===== src/rtl/instr_fetch_queue.sv =====
// instr_fetch_queue: prefetching instruction front end with redirect flush and sticky end-of-program flag
module instr_fetch_queue #(
  parameter int INSTR_ADDR_WIDTH = 8,
  parameter int DEPTH = 4,
  parameter logic [INSTR_ADDR_WIDTH-1:0] RESET_PC = '0,
  parameter int CW = $clog2(DEPTH+1)
)(
  input  logic                        clk,
  input  logic                        rst,
  output logic                        mem_req,
  output logic [INSTR_ADDR_WIDTH-1:0] mem_addr,
  input  logic                        mem_valid,
  input  logic [31:0]                 mem_rdata,
  output logic                        out_valid,
  input  logic                        out_ready,
  output logic [31:0]                 out_instr,
  output logic [INSTR_ADDR_WIDTH-1:0] out_pc,
  input  logic                        redirect,
  input  logic [INSTR_ADDR_WIDTH-1:0] redirect_pc,
  output logic [CW-1:0]               level,
  output logic                        pc_end
);
  localparam int PW = $clog2(DEPTH);
  localparam logic [CW-1:0] FULL = CW'(DEPTH);
  localparam logic [INSTR_ADDR_WIDTH-1:0] LAST = '1;
  logic [31:0] instr_q [DEPTH];
  logic [INSTR_ADDR_WIDTH-1:0] pc_q [DEPTH];
  logic [PW-1:0] rd_ptr, wr_ptr;
  logic [CW-1:0] count;
  logic [INSTR_ADDR_WIDTH-1:0] fetch_pc, req_addr;
  logic run, busy, drop, fetch_done, end_q;
  logic complete, push, pop, flush, set_end;
  assign mem_req = busy | (run & ~end_q & ~fetch_done & (count < FULL));
  assign mem_addr = busy ? req_addr : fetch_pc;
  assign out_valid = count != '0;
  assign out_instr = instr_q[rd_ptr];
  assign out_pc = pc_q[rd_ptr];
  assign level = count;
  assign pc_end = end_q;
  assign complete = mem_req & mem_valid;
  assign pop = out_valid & out_ready;
  assign set_end = pop & (out_pc == LAST);
  assign flush = (redirect & ~end_q) | set_end;
  assign push = complete & ~drop & ~flush;
  // control state: outstanding request tracking, queue pointers, fetch address
  always_ff @(posedge clk or negedge rst) begin
    if (!rst) begin
      run <= 1'b0;
      busy <= 1'b0;
      drop <= 1'b0;
      fetch_done <= 1'b0;
      end_q <= 1'b0;
      fetch_pc <= RESET_PC;
      req_addr <= RESET_PC;
      rd_ptr <= '0;
      wr_ptr <= '0;
      count <= '0;
    end else begin
      run <= 1'b1;
      busy <= mem_req & ~mem_valid;
      drop <= mem_req & ~mem_valid & (drop | flush);
      req_addr <= mem_addr;
      end_q <= end_q | set_end;
      if (flush) begin
        rd_ptr <= '0;
        wr_ptr <= '0;
        count <= '0;
      end else begin
        rd_ptr <= rd_ptr + PW'(pop);
        wr_ptr <= wr_ptr + PW'(push);
        count <= count + CW'(push) - CW'(pop);
      end
      if (redirect & ~end_q) begin
        fetch_pc <= redirect_pc;
        fetch_done <= 1'b0;
      end else if (push) begin
        fetch_pc <= (mem_addr == LAST) ? mem_addr : mem_addr + 1'b1;
        fetch_done <= mem_addr == LAST;
      end
    end
  end
  // queue storage needs no reset: occupancy alone decides what is valid
  always_ff @(posedge clk) begin
    if (push) begin
      instr_q[wr_ptr] <= mem_rdata;
      pc_q[wr_ptr] <= mem_addr;
    end
  end
endmodule


===== config.mk =====
export PLATFORM = sky130hd
export DESIGN_NAME = instr_fetch_queue
export DESIGN_NICKNAME = d
export VERILOG_FILES = /design/src/rtl/instr_fetch_queue.sv
export SDC_FILE = /design/constraint.sdc
export NUM_CORES = 1
export LEC_CHECK = 0
export BUFFER_PORTS_ARGS = -buffer_cell sky130_fd_sc_hd__buf_2
export CORE_MARGIN = 1
export CORE_UTILIZATION = 54
export CTS_BUF_LIST = sky130_fd_sc_hd__clkbuf_4 sky130_fd_sc_hd__clkbuf_8
export DETAILED_ROUTE_END_ITERATION = 6
export GPL_TIMING_DRIVEN = 0
export HOLD_SLACK_MARGIN = 0.15
export PLACE_DENSITY = 0.88
export SLEW_MARGIN = 20
export SYNTH_ARGS = -nofsm -noshare
export SYNTH_HDL_FRONTEND = slang
export SYNTH_SLANG_ARGS = --single-unit

===== constraint.sdc =====
create_clock -name clk -period 4.7 [get_ports clk]
set_input_delay 0.47 -clock clk [delete_from_list [all_inputs] [get_ports clk]]
set_output_delay 0.47 -clock clk [all_outputs]
set_load 0.02 [all_outputs]

; After elaboration in Yosys (flattened, before gate mapping)
; Memories as Yosys holds them, arrays and structs flattened.
; Cells that the tools add are included.
[word_totals]
register_bits = 28
latchBits = 0
mem_bits_rw = 160
mem_bits_ro = 0
in_bits = 45
output_inout_bits = 54
word_cells = 53
n_memories = 2
[mem_list]
columns = memory, words, word_bits, read_ports, rd_ports_with_merged_regs, wr, line
row1 = instr_q, 4, 32, 1, 0, 1, 26  ; logic [31:0] instr_q [DEPTH];
row2 = pc_q, 4, 8, 1, 0, 1, 27  ; logic [INSTR_ADDR_WIDTH-1:0] pc_q [DEPTH];
[classes]
addsub = 5
mul = 0
n_div = 0
order_cmp = 1
n_eq_ne = 2
shift = 0
n_mux = 11
bitwise = 20
reduce_logical = 2
[ops]
columns = cell, n
row1 = $mux W8, 4
row2 = $eq A8 B8 Y1 const B, 2
row3 = $and A1 B1 Y1, 11
row4 = $add A8 B1 Y8 const B, 1
row5 = $not A1 Y1, 5
row6 = $add A2 B1 Y2, 2
row7 = $mux W1, 4
row8 = $mux W2, 2
row9 = $or A1 B1 Y1, 4
row10 = $add A3 B1 Y3, 1
row11 = $lt A3 B3 Y1 const B, 1
row12 = $mux W3, 1
row13 = $reduce_bool A3 Y1, 1
row14 = $sub A3 B1 Y3, 1
row15 = $reduce_bool A2 Y1, 1

; Longest topological paths before layout
; Gate-level depths: netlist (run 1).
[depth]
word_depth = 11
depth_mapped = 15
depth_no_buf = 12

; Worst setup path before layout (run 1)
; Ideal clock, no wire load.
[synth_path]
path_kind = register -> register
from = reg rd_ptr[0]
to = mem instr_q[0][0], enable pin
setup_ns = 0.487
arrival_time_ns = 4.672
t_required_ns = 4.213
slack_ns = -0.459
stages_incl_launch_ff = 9
n_path_buf = 3
period_less_slack_ns = 5.159
cell_sequence = dfrtp_1 -> buf_6 -> buf_6 -> mux4_2 -> nand3_2 -> o31ai_4 -> or3_1 -> buf_6 -> nor3_1
[synth_via]
elab_chain_cells = 8
[synth_rtl]
columns = item, line
row1 = from (decl), 28  ; logic [PW-1:0] rd_ptr, wr_ptr;
row2 = from (signal assigned), 69  ; rd_ptr <= rd_ptr + PW'(pop);
row3 = $mem_v2 Z4 W8, --
row4 = net out_pc[5], 17  ; output logic [INSTR_ADDR_WIDTH-1:0] out_pc,
row5 = $eq A8 B8 Y1, 42  ; assign set_end = pop & (out_pc == LAST);
row6 = $and A1 B1 Y1, 42
row7 = $or A1 B1 Y1, 43  ; assign flush = (redirect & ~end_q) | set_end;
row8 = $not A1 Y1, 44  ; assign push = complete & ~drop & ~flush;
row9 = $and A1 B1 Y1, 44
row10 = $mux W1, 84  ; if (push) begin
row11 = $mux W1 (implied by the code), 85  ; instr_q[wr_ptr] <= mem_rdata;
row12 = to (decl), 26
; The timed path passes the listed nets, and every way through them passes these cells.

; Worst setup path in the final report (run 1)
[layout_path]
from = reg rd_ptr[0]
to = reg count[2] (netlist: level[2])
[layout_via]
elab_chain_cells = 9
[layout_rtl]
columns = item, line
row1 = $mem_v2 Z4 W8 (*), --
row2 = $eq A8 B8 Y1 (*), 42
row3 = $and A1 B1 Y1 (*), 42
row4 = $or A1 B1 Y1 (*), 43
row5 = $not A1 Y1, 44
row6 = $and A1 B1 Y1, 44
row7 = $add A3 B1 Y3, 71  ; count <= count + CW'(push) - CW'(pop);
row8 = $sub A3 B1 Y3, 71
row9 = $mux W3 (*), 64  ; if (flush) begin
row10 = to (signal assigned), 71
row11 = to (decl), 29  ; logic [CW-1:0] count;
; Mark *: on every way between the ends. The rest lies on a longest branch, timed or not.
; A chain may end at the register's enable or synchronous reset.

==> results.md, run 1 <==
* First-pass GRT wire length at 21300 um
* DIE WIDTH at 119 um
* Drt pass-1 iters at 4
* Worst reg2reg startpoint: rd_ptr[0]$_DFF_PN0_
* F_max at 291 MHz
* Post-synth top area share at 0.654
* Compound-Gate Fraction of Synth Area at 0.0245
* PortBufs at 98
* Worst-Skew Late Latency at 0.44 ns
* Power Density at 533 nW/um2
* Psw at 1.50 mW
* Reg area at 5510 um2
* Rows at 42
* Unrepaired setup endpoints after global routing: false
* Worst Hold Path EP: busy$_DFF_PN0_
* P_int at 3.10 mW
* Diodes inserted at 0
* Clk_skew at 0.00764 ns
* Critical path type: flip-flop to flip-flop
* Final period util at 0.731
* Clock transition at path regs at 0.09 ns
* Syn avg cell area at 20.6 um2
* DP Area at 8260 um2
* DR DRC count at 0
* Initial core utilization at 0.555
* Area delta synth->final at 17.4%
* Routed wire per std cell at 20.3 um
* Setup Buffers After CTS at 0
* Flop2flop setup slack at 1.27 ns
* Via count at 3754
* Grt ovf at 0
* Clk root buf: clkbuf_8
* Status: finished, final reports clean
* Post-synthesis mux area share at 0.148
* FF-to-FF path depth at 15
* Nets@finish at 536
* Yosys warns at 0
* Seq/Total Area, Yosys at 0.749
* Max cap viols at 0
* Synth cell types at 45
* CP Data Required Time at 5.02 ns
* Worst slew margin at 0.340
* Initial antenna violation count at 0
* Adder-cell share of the synthesized area at 0.0112
* Cts repair resizes at 0
* Multi-input logic area at 1760 um2
* Flop pwr share at 0.453
* Total power at 4.60 mW
* Die area at 14100 um2
* FF-to-FF End: level[2]$_DFF_PN0_
* CTS H-tree lvls at 4
* Post-synthesis simple-gate area fraction at 0.0443
* Fraction of registers with async set/reset at 0.149
* CTS tree: built
* Largest net degree at the start of global routing at 29
* Synth Instances at 357
* Clk network pwr share at 0.218
* Min-Delay Startpoint: mem_valid
* Post-Route WL at 13600 um
* Worst setup SP type: flip-flop
* Main synth FF type: edfxtp_1
* CP max FO at 10
* CTS Buf Count at 17
* #FFs+latches synth at 188
* Clk buf depth at 2
* Setup WS post-layout at 1.27 ns
* Syn_nets at 408
* Worst EP arrival at 3.76 ns
* Number of global-route vias before repair at 3889
* Final Setup Violations at 0
* Measured slew at the worst slew-check pin at 0.980 ns
* Synth area leader: edfxtp_1
* Fin crit period at 3.43 ns
* XOR/XNOR share of the synthesized area at 0.00715
* Worst min path class: input port to flip-flop
* Synth top area cells: edfxtp_1, mux4_2, dfrtp_1
* Count leader, synth: edfxtp_1
* IO Pins at 99
* Remaining antenna violation count after routing at 0
* DP Wirelength at 9440 um
* Ratio of cells with drive above 1 in the final layout at 0.409
* Chip Height at 119 um
* Mapped Area at 7350 um2
* Maximum vdd ir drop at 0.000311 V
* Vias per std cell at 5.59
* Logic gate share of total power at 0.329
* Fill cells at 922
* Top cells by count, synth: edfxtp_1, mux4_2, dfrtp_1
* Number of enable flip-flop cells after synthesis at 160
* Clock sinks at 188
* Hold WS at 0.226 ns
* Final hold vios at 0
* Worst Setup End Kind: flip-flop
* Leak at 3.05 nW
* Pre-CTS setup slack at 1.25 ns
* Post-layout instance area at 8630 um2
* DRT iter0 DRCs at 284
* Sw Share at 0.326
* Largest family of logic cells by synthesized area: multiplexers
* Hold Path Stages at 2
* Worst setup path start: rd_ptr[0]$_DFF_PN0_
* Total GRT Usage at 0.208
* CORE AREA at 13200 um2
* GP Congestion at 0.849
* Final slew viol count at 0
[power groups by stage]
stage	logic [mW]	registers, mW	clock network [mW]
2_1_floorplan	1.08	2.11	0
3_3_place_gp	1.46	2.11	0
3_5_place_dp	1.53	2.12	0
4_1_cts	1.54	2.09	1.02
5_1_grt	1.63	2.10	1.08
6_report	1.51	2.09	1.00
[per-stage QoR]
step	util	instances	TNS, ns
3_5_place_dp	0.623	641	0
4_1_cts	0.652	672	0
5_1_grt	0.652	672	0
3_3_place_gp	0.609	631	-78.93
6_report	0.652	672	0
2_1_floorplan	-	357	0
[sequential cells by signal, summed over array words and instances, names as in the netlist]
| signal | cells |
|---|---|
| drop | 1 |
| fetch_done | 1 |
| rd_ptr | 2 |
| busy | 1 |
| fetch_pc | 8 |
| pc_end | 1 |
| run | 1 |
| pc_q | 32 |
| wr_ptr | 2 |
| instr_q | 128 |
| level | 3 |
| req_addr | 8 |
[layer usage]
layer / global-route usage / wire length [um]
met1: 0.260 / 5560
met2: 0.354 / 7260
met3: 0.0574 / 650
met4: 0.0633 / 145
met5: 0 / 0
[worst max-delay path, stage by stage (launching register included)]
cell and delay (ns):
dfrtp_1 0.38, buf_6 0.14, buf_6 0.17, mux4_2 0.55, nand3_2 0.20, o31ai_4 0.11, or3_1 0.35, buf_6 0.16
ha_1 0.27, inv_1 0.06, ha_1 0.13, inv_1 0.05, fa_1 0.38, xor2_1 0.17, xnor2_1 0.13, nor2_1 0.06
[kinds of logic after synthesis]
family | count (synthesis)
AO/OA/AOI/OAI | 20
buffers and inverters | 23
other | 1
multiplexers | 57
flip-flops | 188
adder cells (fa/ha/maj) | 6
AND/OR/NAND/NOR | 56
XOR/XNOR | 6
[layout by cell type (no fill, tap or decap), drive strengths merged, types with 6 or more instances in the layout]
master / n
buf: 121
clkbuf: 19
clkinv: 6
dfrtp: 28
edfxtp: 160
inv: 11
mux2: 11
mux2i: 6
mux4: 40
nand2: 12
nor2: 12
nor3: 6
[repair_timing]
action,in CTS,in global routing
hold buffers,1,0
hold endpoints to repair,28,0
endpoints found under the setup margin,0,0
[area by class of cell]
class	instances	share of cell area
multi-input cells	146	0.204
repair buffers	109	0.0770
flip-flops and latches	188	0.638
well taps	176	0.0255
clock inverters	12	0.0143
clock buffers	18	0.0280
plain buffers	14	0.00957
inverters	9	0.00391
[how the worst max path moves through the flow]
| stage | cells past startpoint | to | slack (ns) |
|---|---|---|---|
| 2_1_floorplan | 8 | instr_q[3][0]$_DFFE_PP_ | 0.63 |
| 3_3_place_gp | 8 | instr_q[3][9]$_DFFE_PP_ | -0.65 |
| 3_5_place_dp | 15 | level[2]$_DFF_PN0_ | 1.25 |
| 4_1_cts | 15 | level[2]$_DFF_PN0_ | 1.23 |
| 5_1_grt | 15 | level[2]$_DFF_PN0_ | 1.03 |
| 6_report | 15 | level[2]$_DFF_PN0_ | 1.27 |
Note: power is estimated with default switching activity, not from simulation.
==> run 2: changes to the inputs <==
clock period = 3.15 ns   (was 4.7 ns; I/O delays follow)
==> results.md, run 2 (synthesis gave the netlist of run 1 again) <==
* Power Density at 763 nW/um2 (+43%)
* DP Wirelength at 8950 um (-5.1%)
* Clock sinks at 188 (unchanged)
* Critical Path Max Stage Delay at 0.54 ns (about the same)
* Maximum vdd ir drop at 0.000737 V (+140%)
* Commonest non-fill, non-tap cells in the layout: edfxtp_1, buf_2, mux4_2, dlygate4sd3_1, dfrtp_1
* Nets@finish at 582 (+8.6%)
* Remaining antenna violation count after routing at 0 (unchanged)
* Area delta synth->final at 24.1%
* Max FFs per register at 128 (unchanged)
* Final Setup Violations at 0 (unchanged)
* Clk_skew at 0.00994 ns (+0.00230 ns)
* Grt ovf at 0 (unchanged)
* Initial core utilization at 0.555 (unchanged)
* Total power at 6.96 mW (+51%)
* Drt pass-1 iters at 4 (unchanged)
* Via count at 3972 (+5.8%)
* Status: finished, final reports clean
* CP max FO at 13 (+3)
* Unrepaired setup endpoints after global routing: true
* Ratio of cells with drive above 1 in the final layout at 0.414 (+0.00433)
* Final period util at 0.971 (+0.240)
* Clock transition at path regs at 0.09 ns (about the same)
* Number of global-route vias before repair at 4166 (+7.1%)
* CTS H-tree lvls at 4 (unchanged)
* PortBufs at 98 (unchanged)
* CTS tree: built
* Die area at 14100 um2 (unchanged)
* Critical path type: flip-flop to flip-flop
* Top reg by flops: instr_q
* DIE WIDTH at 119 um (unchanged)
* Clk buf depth at 2 (unchanged)
* Worst Setup End Kind: flip-flop
* Rows at 42 (unchanged)
* Total GRT Usage at 0.210 (+0.00245)
* Core Util, Final at 0.689 (+0.0372)
* CORE AREA at 13200 um2 (unchanged)
* Worst setup SP type: flip-flop
* Biggest regs: instr_q: 128 flops, pc_q: 32 flops
* Leak at 3.30 nW (+8.0%)
* Measured slew at the worst slew-check pin at 0.837 ns (-0.143 ns)
* IO Pins at 99 (unchanged)
* Fill cells at 896 (-2.8%)
* Fin crit period at 3.06 ns (-0.376 ns)
* Worst slew margin at 0.436 (+0.0961)
* First-pass GRT wire length at 21700 um (+2.0%)
* Chip Height at 119 um (unchanged)
* DR DRC count at 0 (unchanged)
* Worst-Skew Late Latency at 0.46 ns (+0.02 ns)
* Largest net degree at the start of global routing at 29 (unchanged)
* Worst min path class: input port to flip-flop
* Diodes inserted at 0 (unchanged)
* Clk root buf: clkbuf_8
* Cell at the slowest stage of the critical path: mux4_2
* Routed wire per std cell at 19.1 um (-5.7%)
* Vias per std cell at 5.52 (-1.2%)
* Post-Route WL at 13800 um (+1.0%)
* DRT iter0 DRCs at 315 (+11%)
* Commonest non-fill, non-tap cell in the layout: edfxtp_1
* CP Data Required Time at 3.31 ns (-1.71 ns)
* CTS Buf Count at 17 (unchanged)
* GP Congestion at 0.850 (about the same)
* Final slew viol count at 0 (unchanged)
* Buf+Inv Stages, Crit Path at 6 (+1)
* Worst EP arrival at 3.22 ns (-0.54 ns)
* F_max at 327 MHz (+12%)
* Max cap viols at 0 (unchanged)
* Worst path cell trace: buf_6 > buf_12 > mux4_2 > nand3_4 > o31ai_4 > or3_4 > buf_4 > buf_12 > nor3b_4 > buf_8 > buf_8
* CP top delay family: buffers and inverters
* Final hold vios at 0 (unchanged)
* Initial antenna violation count at 0 (unchanged)
run 2: cell count changes in the layout (fill, tap and decap cells not counted), moves of 3 or more:
cell,before,now
buf_12,0,4
buf_4,0,13
buf_6,6,3
dlygate4sd3_1,1,34
run 2: cell type report:
| cell class | instances | area [um2] | area share |
|---|---|---|---|
| multi-input combinational | 147 | 1810 | 0.199 |
| sequential | 188 | 5510 | 0.603 |
| tap | 176 | 220 | 0.0241 |
| timing repair buffer | 155 | 1120 | 0.123 |
| clock buffer | 22 | 284 | 0.0311 |
| inverter | 9 | 33.8 | 0.00370 |
| clock inverter | 10 | 67.6 | 0.00740 |
| buffer | 13 | 82.6 | 0.00905 |
run 2: final timing paths:
path	start	endpoint	slack, ns	cells past startpoint
hold reg to reg	fetch_pc[1]$_DFFE_PN0P_	fetch_pc[1]$_DFFE_PN0P_	0.48	1
min in group asynchronous	rst	pc_end$_DFF_PN0_	0.42	2
max in group asynchronous	rst	fetch_pc[3]$_DFFE_PN0P_	2.32	2
hold / removal	redirect_pc[7]	fetch_pc[7]$_DFFE_PN0P_	0.19	4
setup / recovery	rd_ptr[0]$_DFF_PN0_	instr_q[2][6]$_DFFE_PP_	0.09	11
setup reg to reg	rd_ptr[0]$_DFF_PN0_	instr_q[2][6]$_DFFE_PP_	0.09	11
run 2: layer usage:
metal	global-route usage	wire (um)	vias up
met3	0.0483	635	23
met1	0.269	5820	2024
met5	0	0	-
met4	0.0854	224	0
met2	0.350	7080	137
li1	-	-	1788
run 2: tightest hold or removal path, stage by stage:
cell and delay, ns:
buf_2 0.08, nand2_1 0.04, o31ai_1 0.06, mux2_1 0.12
run 2: power breakdown:
| part | switching (mW) | internal [mW] |
|---|---|---|
| Combinational | 1.37 | 1.07 |
| Clock | 0.799 | 0.612 |
| Sequential | 0.117 | 2.99 |
run 2: timing repair:
item	in CTS	in global routing
endpoints found under the hold margin	158	0
hold buffers	34	0
setup buffers	13	1
cloned	1	0
endpoints found under the setup margin	49	31
pin swaps	8	5
resized for setup	4	5
run 2: through the flow:
stage          hold WS (ns)  std cells  setup TNS [ns]  cell area, um2  worst slack, ns
6_report              0.194        720               0            9130           0.0929
5_1_grt               0.189        720         -0.0311            9130          -0.0311
4_1_cts               0.164        721         -0.0708            9110          -0.0708
3_5_place_dp          0.369        641           -3.18            8270           -0.279
3_3_place_gp          0.349        631         -157.86            8100            -1.03
2_1_floorplan        0.0194        357          -39.80            7390           -0.262
==> run 3: changes to the inputs <==
ABC_AREA = 1   (was default)
==> results.md, run 3 <==
* CP max FO at 10 (-3)
* Mapped Area at 7700 um2 (+4.7%)
* Top reg by flops: instr_q
* Main synth FF type: edfxtp_1
* Initial antenna violation count at 0 (unchanged)
* Synth area leader: edfxtp_1
* Top cells by count, synth: edfxtp_1, nand2_1, nor2_1
* CORE AREA at 13900 um2 (+4.8%)
* Leak at 3.73 nW (+13%)
* Post-Route WL at 17300 um (+26%)
* Grt ovf at 0 (unchanged)
* #FFs+latches synth at 188 (unchanged)
* Rows at 43 (+2.4%)
* Final period util at 0.913 (-0.0576)
* Worst EP arrival at 3.22 ns (about the same)
* Largest net degree at the start of global routing at 29 (unchanged)
* Min-Delay Startpoint: redirect_pc[6]
* Worst-Skew Late Latency at 0.46 ns (about the same)
* Max FFs per register at 128 (unchanged)
* Ratio of cells with drive above 1 in the final layout at 0.224 (-0.189)
* Critical path type: flip-flop to flip-flop
* Placed insts at 928 (+45%)
* DR DRC count at 0 (unchanged)
* Initial core utilization at 0.555 (about the same)
* Syn avg cell area at 12.1 um2 (-41%)
* Final hold vios at 0 (unchanged)
* DP Wirelength at 11400 um (+27%)
* Via count at 5390 (+36%)
* IO Pins at 99 (unchanged)
* Final Setup Violations at 0 (unchanged)
* Drt pass-1 iters at 5 (+1)
* Worst min path class: input port to flip-flop
* Commonest non-fill, non-tap cell in the layout: edfxtp_1
* Vias per std cell at 5.39 (-2.3%)
* Post-synth top area share at 0.624 (-0.0295)
* Area delta synth->final at 22.6%
* Nets@finish at 858 (+47%)
* Worst reg2reg startpoint: rd_ptr[0]$_DFF_PN0_
* First-pass GRT wire length at 26900 um (+24%)
* Chip Height at 121 um (+2.3%)
* Total GRT Usage at 0.250 (+0.0393)
* Power Density at 748 nW/um2 (-1.9%)
* GP Congestion at 0.821 (-3.4%)
* Synth Instances at 638 (+79%)
* Setup Buffers After CTS at 0 (-13)
* Max cap viols at 0 (unchanged)
* Final slew viol count at 0 (unchanged)
* Commonest non-fill, non-tap cells in the layout: edfxtp_1, nand2_1, buf_2, nor2_1, o21ai_0
* Cell Count, Final, Fillers Out at 1000 (+39%)
* F_max at 348 MHz (+6.3%)
* Measured slew at the worst slew-check pin at 0.610 ns (-0.228 ns)
* CTS tree: built
* Number of enable flip-flop cells after synthesis at 160 (unchanged)
* Clk root buf: clkbuf_8
* Clk_skew at 0.0142 ns (+0.00427 ns)
* Die area at 14700 um2 (+4.6%)
* Clock transition at path regs at 0.09 ns (about the same)
* Clk buf depth at 2 (unchanged)
* DIE WIDTH at 121 um (+2.3%)
* Synth cell types at 35 (-22%)
* PortBufs at 98 (unchanged)
* CTS Buf Count at 17 (unchanged)
* CTS H-tree lvls at 4 (unchanged)
* Biggest regs: instr_q: 128 flops, pc_q: 32 flops
* Worst setup SP type: flip-flop
* Worst slew margin at 0.594 (+0.158)
* Worst setup path start: rd_ptr[0]$_DFF_PN0_
* Unrepaired setup endpoints after global routing: false
* Syn_nets at 689 (+69%)
* Fin crit period at 2.88 ns (-0.181 ns)
* Yosys warns at 0 (unchanged)
* Number of global-route vias before repair at 5346 (+28%)
* CP Data Required Time at 3.49 ns (+0.18 ns)
* Diodes inserted at 0 (unchanged)
* Remaining antenna violation count after routing at 0 (unchanged)
* DRT iter0 DRCs at 471 (+50%)
* Total power at 7.06 mW (+1.4%)
* Count leader, synth: edfxtp_1
* Status: finished, final reports clean
* Maximum vdd ir drop at 0.000321 V (-56%)
* Routed wire per std cell at 17.3 um (-9.3%)
* Fraction of registers with async set/reset at 0.149 (unchanged)
* Worst Setup End Kind: flip-flop
* Synth top area cells: edfxtp_1, dfrtp_1, nand2_1
* Seq/Total Area, Yosys at 0.715 (-0.0338)
* Clock sinks at 188 (unchanged)
## run 3: logic make-up after synthesis
group	Yosys count	synth area share
AO/OA/AOI/OAI	109	0.0808
XOR/XNOR	5	0.00569
adder cells (fa/ha/maj)	6	0.0107
buffers and inverters	69	0.0423
flip-flops	188	0.715
other	1	0.000487
AND/OR/NAND/NOR	260	0.145
## run 3: path summary, 6_finish.rpt
kind | cells past startpoint | to | slack (ns)
max reg2reg | 17 | level[2]$_DFF_PN0_ | 0.27
min | 5 | fetch_pc[6]$_DFFE_PN0P_ | 0.20
max | 17 | level[2]$_DFF_PN0_ | 0.27
min in group asynchronous | 2 | pc_end$_DFF_PN0_ | 0.39
max in group asynchronous | 2 | fetch_pc[1]$_DFFE_PN0P_ | 2.35
min reg2reg | 2 | drop$_DFF_PN0_ | 0.50
## run 3: cell type report
class	count	area [um2]
inverters	38	148
clock inverters	15	171
clock buffers	17	234
fillers	984	4440
plain buffers	31	178
well taps	180	225
multi-input cells	381	1910
repair buffers	150	1060
flip-flops and latches	188	5510
## run 3: where the power goes
part,internal (mW),switching (mW)
sequential,2.74,0.0417
combinational,0.847,1.82
clock,0.783,0.836
## run 3: routing by layer
metal	share of wire	routed length (um)	vias up	global-route usage
met5	0	0	-	0
met4	0.017	286	0	0.107
met3	0.061	1060	24	0.0536
met2	0.53	9130	222	0.430
met1	0.40	6860	2573	0.302
li1	-	-	2571	-
## run 3: worst max-delay path: stages (launching register included)
cell and delay (ns):
dfrtp_1 0.41, buf_6 0.16, inv_6 0.09, buf_8 0.14
nand2_1 0.06, nand3_1 0.06, nand2_1 0.11, nor2_2 0.19
nand3_4 0.13, nand3_4 0.12, buf_8 0.17, ha_1 0.24
inv_1 0.05, ha_1 0.12, inv_1 0.05, fa_1 0.38
xor2_1 0.19, nor2_1 0.07
## run 3: timing repair
action / CTS / global route
endpoints found under the hold margin: 164 / 0
resized for setup: 0 / 0
hold buffers: 40 / 0
## run 3: metrics by stage
step	utilization	area, um2	worst slack [ns]	setup TNS [ns]	hold slack [ns]
2_1_floorplan	-	7720	-0.274	-43.89	0.0194
3_3_place_gp	0.608	8430	-1.45	-219.72	0.354
3_5_place_dp	0.622	8630	0.316	0	0.355
4_1_cts	0.680	9440	0.257	0	0.166
5_1_grt	0.680	9440	0.0441	0	0.195
6_report	0.680	9440	0.274	0	0.198
